**config.mk**
```make
export PLATFORM = sky130hd
export DESIGN_NAME = load_extend_unit
export DESIGN_NICKNAME = d
export VERILOG_FILES = /design/src/rtl/load_extend_unit.sv
export SDC_FILE = /design/constraint.sdc
export NUM_CORES = 1
export LEC_CHECK = 0
export BUFFER_PORTS_ARGS = -buffer_cell sky130_fd_sc_hd__buf_4
export CORE_MARGIN = 5
export CORE_UTILIZATION = 54
export DETAILED_ROUTE_END_ITERATION = 10
export PLACE_DENSITY = 0.95
export SYNTH_ARGS = -nofsm -noshare
export SYNTH_HDL_FRONTEND = slang
export SYNTH_SLANG_ARGS = --single-unit
```
**constraint.sdc**
```tcl
create_clock -name clk -period 5.9 [get_ports clk]
set_input_delay 0.295 -clock clk [delete_from_list [all_inputs] [get_ports clk]]
set_output_delay 0.295 -clock clk [all_outputs]
set_load 0.05 [all_outputs]
```
**src/rtl/load_extend_unit.sv**
```systemverilog
// -----------------------------------------------------------------------------
// load_extend_unit
//
// Load path stage between execute and writeback of the RV64 core. Takes one
// load request at a time, issues an 8-byte-aligned read to data memory,
// extracts the addressed byte/half/word/double lane from the returned data,
// sign- or zero-extends it to XLEN and offers it to writeback.
// Misaligned requests skip memory and complete with out_misalign=1 and
// out_data=0.
//
// Ports:
//   clk, rst           clock (rising edge) and asynchronous active-high reset
//   in_valid/in_ready  request handshake from execute (in_ready only in IDLE)
//   in_addr            byte address of the load
//   in_size            0=byte, 1=half, 2=word, 3=double
//   in_unsigned        1 = zero-extend, 0 = sign-extend
//   mem_req_valid/_ready/_addr   aligned read request to data memory
//   mem_rsp_valid/_data          single-cycle read response, little-endian
//   out_valid/out_ready          result handshake to writeback
//   out_data           extended load result
//   out_misalign       request was misaligned (out_data is 0)
// -----------------------------------------------------------------------------
module load_extend_unit #(
  parameter int XLEN       = 64,
  parameter int ADDR_WIDTH = 32
) (
  input  logic                  clk,
  input  logic                  rst,
  input  logic                  in_valid,
  output logic                  in_ready,
  input  logic [ADDR_WIDTH-1:0] in_addr,
  input  logic [1:0]            in_size,
  input  logic                  in_unsigned,
  output logic                  mem_req_valid,
  input  logic                  mem_req_ready,
  output logic [ADDR_WIDTH-1:0] mem_req_addr,
  input  logic                  mem_rsp_valid,
  input  logic [XLEN-1:0]       mem_rsp_data,
  output logic                  out_valid,
  input  logic                  out_ready,
  output logic [XLEN-1:0]       out_data,
  output logic                  out_misalign
);

  typedef enum logic [1:0] {
    S_IDLE = 2'd0,
    S_REQ  = 2'd1,
    S_WAIT = 2'd2,
    S_DONE = 2'd3
  } state_t;

  state_t                r_state;
  state_t                w_next_state;
  logic [2:0]            r_off;
  logic [1:0]            r_size;
  logic                  r_unsigned;
  logic [ADDR_WIDTH-1:0] r_mem_req_addr;
  logic [XLEN-1:0]       r_out_data;
  logic                  r_out_misalign;
  logic                  w_misalign;
  logic [XLEN-1:0]       w_lane;

  // An access is aligned when the low address bits below its size are zero.
  function automatic logic is_misaligned(input logic [2:0] off, input logic [1:0] size);
    logic mis;
    case (size)
      2'd0:    mis = 1'b0;
      2'd1:    mis = off[0];
      2'd2:    mis = |off[1:0];
      2'd3:    mis = |off[2:0];
      default: mis = 1'b0;
    endcase
    return mis;
  endfunction

  // Shift the addressed lane down to bit 0, then fill the upper bits with
  // either zeros or the lane MSB. Doubles are always aligned so off is 0.
  function automatic logic [XLEN-1:0] extend_lane(input logic [XLEN-1:0] data,
                                                  input logic [2:0]      off,
                                                  input logic [1:0]      size,
                                                  input logic            uns);
    logic [XLEN-1:0] sh;
    logic [XLEN-1:0] res;
    sh = data >> {off, 3'b000};
    case (size)
      2'd0:    res = {{(XLEN-8){sh[7] & ~uns}}, sh[7:0]};
      2'd1:    res = {{(XLEN-16){sh[15] & ~uns}}, sh[15:0]};
      2'd2:    res = {{(XLEN-32){sh[31] & ~uns}}, sh[31:0]};
      2'd3:    res = sh;
      default: res = sh;
    endcase
    return res;
  endfunction

  assign w_misalign = is_misaligned(in_addr[2:0], in_size);
  assign w_lane     = extend_lane(mem_rsp_data, r_off, r_size, r_unsigned);

  // State register.
  always_ff @(posedge clk or posedge rst) begin
    if (rst) begin
      r_state <= S_IDLE;
    end else begin
      r_state <= w_next_state;
    end
  end

  // Next-state logic.
  always_comb begin
    w_next_state = r_state;
    case (r_state)
      S_IDLE: begin
        if (in_valid) begin
          if (w_misalign) begin
            w_next_state = S_DONE;
          end else begin
            w_next_state = S_REQ;
          end
        end else begin
          w_next_state = S_IDLE;
        end
      end
      S_REQ: begin
        if (mem_req_ready) begin
          w_next_state = S_WAIT;
        end else begin
          w_next_state = S_REQ;
        end
      end
      S_WAIT: begin
        if (mem_rsp_valid) begin
          w_next_state = S_DONE;
        end else begin
          w_next_state = S_WAIT;
        end
      end
      S_DONE: begin
        if (out_ready) begin
          w_next_state = S_IDLE;
        end else begin
          w_next_state = S_DONE;
        end
      end
      default: w_next_state = S_IDLE;
    endcase
  end

  // Handshake outputs decoded from state only.
  always_comb begin
    in_ready      = 1'b0;
    mem_req_valid = 1'b0;
    out_valid     = 1'b0;
    case (r_state)
      S_IDLE:  in_ready      = 1'b1;
      S_REQ:   mem_req_valid = 1'b1;
      S_WAIT:  in_ready      = 1'b0;
      S_DONE:  out_valid     = 1'b1;
      default: in_ready      = 1'b0;
    endcase
  end

  // Request capture and result registers; they only change in IDLE/WAIT, so
  // the request address and the result stay stable under backpressure.
  always_ff @(posedge clk or posedge rst) begin
    if (rst) begin
      r_off          <= 3'd0;
      r_size         <= 2'd0;
      r_unsigned     <= 1'b0;
      r_mem_req_addr <= {ADDR_WIDTH{1'b0}};
      r_out_data     <= {XLEN{1'b0}};
      r_out_misalign <= 1'b0;
    end else begin
      case (r_state)
        S_IDLE: begin
          if (in_valid) begin
            r_off          <= in_addr[2:0];
            r_size         <= in_size;
            r_unsigned     <= in_unsigned;
            r_mem_req_addr <= {in_addr[ADDR_WIDTH-1:3], 3'b000};
            r_out_misalign <= w_misalign;
            if (w_misalign) begin
              r_out_data <= {XLEN{1'b0}};
            end
          end
        end
        S_WAIT: begin
          if (mem_rsp_valid) begin
            r_out_data <= w_lane;
          end
        end
        default: begin
          r_out_data <= r_out_data;
        end
      endcase
    end
  end

  assign mem_req_addr = r_mem_req_addr;
  assign out_data     = r_out_data;
  assign out_misalign = r_out_misalign;

endmodule

```
==> impl_metrics.py, run 1 <==
metrics = {
    "outcome": {
        "run_status": "finished, final reports clean",
    },
    "sta": {
        "final_report_max_slew_violation_count": 0,
        "worst_tran_pin_value_ns": 1.113,
        "layout_min_cycle_time_ns": 3.058,
        "fmax_ghz": 0.3270,
        "timing.hold.ws_ns": 0.1243,
        "fin_setup_tns_ns": 0,
        "finalSetupViolations": 0,
        "rsz_0062_raised_after_global_routing": "no",
        "timing.clock.skew_ns": 0.01779,
        "timing.max_slew.rel_slack_pct": 25.79,
        "fin_crit_sh_pct": 51.83,
        "hold_viol": 0,
    },
    "clock_network": {
        "clock_tree.htree_level_count": 3,
        "tritoncts": "built",
        "ctsResizeCount": 0,
        "cts-root-buf": "clkbuf_8",
        "clkSlewWorstSetupHoldPaths_ns": 0.11,
        "cts.sinks": 102,
        "postCtsSetupRepairBufs": 0,
        "cts_hold_buffers": 1,
        "cts_inserted_buffers": 9,
        "worst_skew_late_latency_ns": 0.37,
        "clock_path_buffers": 2,
    },
    "detailed_routing": {
        "antenna_nets_post_route": 0,
        "num_vias": 4772,
        "dr.pass1.iters": 5,
        "number_of_drc_markers_after_the_initial_detailed_route_iteration": 432,
        "drt-total-wl_um": 17100,
        "drt-wirelength-per-cell_um": 22.35,
        "drc_errors": 0,
        "avgViaCountPerCell": 6.238,
    },
    "floorplanning": {
        "fp.dieW_um": 111.9,
        "die_y_um": 111.9,
        "floorplan.io_pins": 205,
        "initial_cell_density_of_the_core_pct": 54.82,
        "placementRows": 37,
        "dieArea_um2": 12530,
        "core_area_um2": 10230,
    },
    "worst_hold_path": {
        "min_path_type": "in -> reg",
    },
    "cells_and_area": {
        "finalCoreUtilization_pct": 71.27,
        "fillerInstances": 706,
        "layout.cells.non_filler": 765,
        "footprint_of_the_multi_input_gates_um2": 2790,
        "highest_count_cells_in_the_layout_ignoring_fill_and_taps": "buf_4, dfrtp_1, mux2_2",
        "num_antenna_cells": 0,
        "register_area_um2": 2559,
        "final_common_cell": "buf_4",
        "area_growth_syn_to_layout_pct": 30.00,
        "proportion_of_layout_cells_with_a_drive_suffix_above_1_pct": 48.33,
        "finalNetCount": 729,
    },
    "logic_synthesis": {
        "synth_xor_area_share_pct": 0,
        "synth-seq-area-share_pct": 45.51,
        "postSynth.topFlopCell": "dfrtp_1",
        "synth-adder-area-share_pct": 0,
        "synth_top_family_by_area": "multiplexers",
        "postSynthRegisterBits": 102,
        "number_of_enable_flip_flop_cells_after_synthesis": 0,
        "yosys_warnings": 0,
        "synth.mux.area_fraction_pct": 26.08,
        "post_synth_instance_area_um2": 5609,
        "compound_gate_portion_of_the_synthesized_area_pct": 18.18,
        "synth_cells": 451,
        "synthSimpleGateAreaFrac_pct": 5.086,
        "async_reset_ff_share_pct": 100.0,
        "unique_masters_post_synth": 38,
        "postSynthAreaPerCell_um2": 12.44,
    },
    "power": {
        "p_leak_nw": 3.392,
        "ir_drop_v": 0.0004471,
        "powerDensity_nw_per_um2": 692.8,
    },
    "global_routing": {
        "grt_use_total_pct": 27.14,
        "global_route_wire_length_before_repair_um": 27090,
        "number_of_global_route_vias_before_repair": 4837,
        "antenna_found_initial": 0,
        "grt_max_degree": 87,
        "globalRouteOverflowTotal": 0,
    },
    "worst_setup_path": {
        "critPathMaxFanout": 86,
        "cp.arrival_ns": 3.31,
        "critPathCaptureType": "flip-flop",
        "worstSetupStartpointType": "flip-flop",
        "worstSetupPathType": "reg -> reg",
        "worst_ep_required_time_ns": 6.15,
    },
    "placed_design": {
        "place.gp.congestion": 0.8800,
        "dp_hpwl_um": 12900,
        "placedCellCount": 748,
        "io_buffer_count": 201,
    },
    "flow_run": {
        "max_cap_violations": 0,
    },
}
[synth_stat cells (2+ instances only)]
cell       count  area [um2]
a22o_1        24       210.2
nor2_1        16       60.06
a211oi_1       2       15.01
and3b_1        2       17.52
mux2_2        51       574.3
inv_1         11       41.29
mux4_2        23       518.0
buf_2         15       75.07
o2bb2ai_1      7       61.31
a221o_1       32       320.3
mux2i_1       37       370.4
nand2b_1       2       12.51
a32o_1         2       20.02
o221ai_1      15       131.4
a22oi_1       13       97.59
clkbuf_1      17       63.81
o21ai_0       13       65.06
buf_6          4       45.04
buf_4          6       45.04
nor2b_1        6       37.54
dfrtp_1      102        2552
nand2_1       21       78.83
and2_1         3       18.77
a21oi_1       10       50.05
buf_1          4       15.01
[registers in the layout, summed over array words and instances (netlist names)]
| signal | count |
|---|---|
| mem_req_addr | 29 |
| out_data | 64 |
| out_misalign | 1 |
| r_off | 3 |
| r_size | 2 |
| r_state | 2 |
| r_unsigned | 1 |
[power breakdown]
group          leakage, nW  internal, mW  switching [mW]
Sequential            1.25          1.04           0.469
Clock               0.0918         0.161           0.254
Combinational         2.05          1.23            1.90
[cell type report]
type                            count  share of cell area, %
Multi-Input combinational cell    294                  38.26
Sequential cell                   102                  35.09
Timing Repair Buffer              206                  21.24
Tap cell                          136                  2.334
Clock buffer                       10                  1.750
Clock inverter                      6                 0.7207
Inverter                           11                 0.6005
[final timing paths]
| path | cells after the start | slack, ns | to | startpoint |
|---|---|---|---|---|
| max in group asynchronous | 4 | 4.14 | r_off[0] | rst |
| worst max-delay path | 5 | 2.84 | out_data[58] | r_off[0] |
| worst min register to register | 2 | 0.49 | out_data[3] | out_data[3] |
| worst min-delay path | 2 | 0.12 | r_state[1] | out_ready |
| min in group asynchronous | 3 | 0.50 | mem_req_addr[7] | rst |
| worst max register to register | 5 | 2.84 | out_data[58] | r_off[0] |
[worst max-delay path, cell delays in order, from the launching register on]
cell and delay (ns):
dfrtp_4 1.11, mux4_2 0.64, nand2b_4 0.17, a32o_1 0.38
o31a_4 0.28, a221o_1 0.31
[kinds of logic after synthesis]
| logic type | after synthesis |
|---|---|
| AND/OR/NAND/NOR | 57 |
| multiplexers | 111 |
| other | 1 |
| AO/OA/AOI/OAI | 123 |
| flip-flops | 102 |
| buffers and inverters | 57 |
[metrics by stage]
step	setup slack, ns	total power [mW]	instance area, um2
floorplan	2.930	3.748	5617
global placement	2.971	4.544	7102
detailed placement	2.885	4.633	7102
CTS	2.858	5.053	7292
global route	2.651	5.298	7292
finish	2.842	5.052	7292
[layer usage]
metal	part of all wire (%)	up-vias	wire [um]	track usage, %
met3	7.6	42	1302	4.565
met2	49	264	8359	42.81
met1	40	2367	6902	38.08
li1	-	2099	-	-
met4	3.1	0	533	9.813
met5	0	-	0	0
Note: power is estimated with default switching activity, not from simulation.
==> inputs of run 2 (changes only) <==
CORE_UTILIZATION = 45   (was 54)
PLACE_DENSITY = 0.89   (was 0.95)
clock period = 2.51 ns   (was 5.9 ns; I/O delays follow)
==> impl_metrics.py, run 2 (synthesized netlist as in run 1, its figures left out) <==
metrics = {
    "floorplanning": {
        "floorplan.io_pins": 205,
        "dieArea_um2": 14800,
        "placementRows": 40,
        "initial_cell_density_of_the_core_pct": 46.31,
        "fp.dieW_um": 121.6,
        "die_y_um": 121.6,
        "core_area_um2": 12110,
    },
    "clock_network": {
        "cts_inserted_buffers": 9,
        "cts_hold_buffers": 3,
        "ctsResizeCount": 0,
        "tritoncts": "built",
        "clock_path_buffers": 2,
        "postCtsSetupRepairBufs": 0,
        "cts-root-buf": "clkbuf_16",
        "clock_tree.htree_level_count": 3,
        "worst_skew_late_latency_ns": 0.34,
        "clkSlewWorstSetupHoldPaths_ns": 0.07,
        "cts.sinks": 102,
    },
    "outcome": {
        "run_status": "finished, final reports clean",
    },
    "power": {
        "internal_power_mw": 6.114,
        "sw_frac_of_total_pct": 50.29,
        "p_switching_mw": 6.187,
        "p_leak_nw": 3.489,
        "powerDensity_nw_per_um2": 1631,
        "power.sequential.fraction_pct": 25.1,
        "ir_drop_v": 0.001004,
        "clock_power_share_pct": 10.3,
        "comb_pwr_share_pct": 64.6,
    },
    "worst_setup_path": {
        "worstSetupPathType": "reg -> reg",
        "crit_path_top_delay_cell": "mux4_2",
        "timing.critical_path.cells": "mux4_2 -> nand2b_4 -> a32o_1 -> o31a_4 -> a221o_1",
        "crit_path_start": "r_off[0]",
        "critical_path.reg2reg.startpoint": "r_off[0]",
        "slowest_delay_ns": 0.55,
        "r2r_cells": 5,
        "critPathCaptureType": "flip-flop",
        "critPathMaxFanout": 32,
        "crit-reg2reg-capture": "out_data[60]",
        "worstSetupStartpointType": "flip-flop",
        "cp.arrival_ns": 2.40,
        "worst_ep_required_time_ns": 2.74,
        "setup.reg_to_reg.worst_slack_ns": 0.34,
    },
    "detailed_routing": {
        "antenna_nets_post_route": 0,
        "top_signal_layer_used": "met4",
        "num_vias": 4817,
        "number_of_drc_markers_after_the_initial_detailed_route_iteration": 425,
        "wl_met1_um": 7087,
        "met3RoutedLength_um": 1423,
        "drc_errors": 0,
        "dr.pass1.iters": 5,
        "drt-total-wl_um": 17750,
        "avgViaCountPerCell": 5.962,
        "drt-wirelength-per-cell_um": 21.96,
        "met2_length_um": 8681,
    },
    "global_routing": {
        "globalRouteOverflowTotal": 0,
        "number_of_global_route_vias_before_repair": 4907,
        "grt_use_total_pct": 23.94,
        "global_route_wire_length_before_repair_um": 27560,
        "grt_max_degree": 65,
        "antenna_found_initial": 0,
    },
    "cells_and_area": {
        "finalCoreUtilization_pct": 62.25,
        "finalNetCount": 741,
        "num_antenna_cells": 0,
        "proportion_of_layout_cells_with_a_drive_suffix_above_1_pct": 48.75,
        "highest_count_cells_in_the_layout_ignoring_fill_and_taps": "buf_4, dfrtp_1, mux2_2",
        "area_growth_syn_to_layout_pct": 34.42,
        "final_common_cell": "buf_4",
        "max_ffs_per_register": 64,
    },
    "sta": {
        "timing.max_slew.rel_slack_pct": 44.31,
        "worst_tran_pin_value_ns": 0.8337,
        "layout_min_cycle_time_ns": 2.172,
        "final_report_max_slew_violation_count": 0,
        "rsz_0062_raised_after_global_routing": "no",
        "hold_viol": 0,
        "final.setup.worst_slack_ns": 0.3381,
        "finalSetupViolations": 0,
        "fmax_ghz": 0.4604,
        "timing.hold.ws_ns": 0.007453,
        "fin_setup_tns_ns": 0,
        "fin_crit_sh_pct": 86.53,
        "timing.clock.skew_ns": 0.009249,
    },
    "worst_hold_path": {
        "hold_path_end": "mem_req_addr[18]",
        "hold_path.startpoint": "in_addr[18]",
        "hold-path-cell-count": 2,
        "min_path_type": "in -> reg",
    },
    "placed_design": {
        "place.gp.congestion": 0.9546,
        "io_buffer_count": 201,
        "dp_worst_setup_slack_ns": 0.3641,
        "dp_hpwl_um": 13760,
    },
    "flow_run": {
        "max_cap_violations": 0,
    },
}
==> run 2: worst max-delay path: cells and delay by family, from the launching register on <==
| kind | cells | cell delay [ns] |
|---|---|---|
| compound gates | 3 | 0.84 |
| flops | 1 | 0.49 |
| mux | 1 | 0.55 |
| simple gates | 1 | 0.16 |
==> run 2: how the worst max path moves through the flow <==
| stage | slack, ns | to | depth (start not counted) |
|---|---|---|---|
| after floorplan | 0.04 | mem_req_addr[25] | 6 |
| after detailed placement | 0.36 | out_data[55] | 5 |
| final | 0.34 | out_data[60] | 5 |
| after global placement | 0.46 | out_data[39] | 5 |
| after global routing | 0.27 | out_data[63] | 6 |
| after CTS | 0.37 | out_data[60] | 5 |
==> run 2: per-layer routing <==
metal	up-vias	track usage [%]
li1	2130	-
met1	2395	32.85
met2	249	37.96
met3	43	4.271
met4	0	9.314
met5	-	0
==> run 2: final cells by class <==
class                      count  area, um2
multi-input combinational    294       2790
timing repair buffer         218       1669
clock buffer                  11      232.7
tap                          168      210.2
inverter                      11      45.04
sequential                   102       2559
clock inverter                 4      33.78
fill                         985       4572
==> run 2: power by group through the flow <==
stage / combinational [mW] / sequential, mW / clock (mW)
4_1_cts: 7.96 / 3.09 / 1.30
2_1_floorplan: 3.40 / 5.42 / 0
6_report: 7.94 / 3.09 / 1.27
3_5_place_dp: 7.94 / 3.10 / 0
3_3_place_gp: 7.78 / 3.07 / 0
5_1_grt: 8.40 / 3.18 / 1.37
==> run 2: through the flow <==
step / instance area (um2) / instances / power (mW)
3_5_place_dp: 7243 / 790 / 11.04
5_1_grt: 7540 / 808 / 12.94
6_report: 7540 / 808 / 12.30
2_1_floorplan: 5620 / 453 / 8.811
3_3_place_gp: 7243 / 790 / 10.86
4_1_cts: 7540 / 808 / 12.34
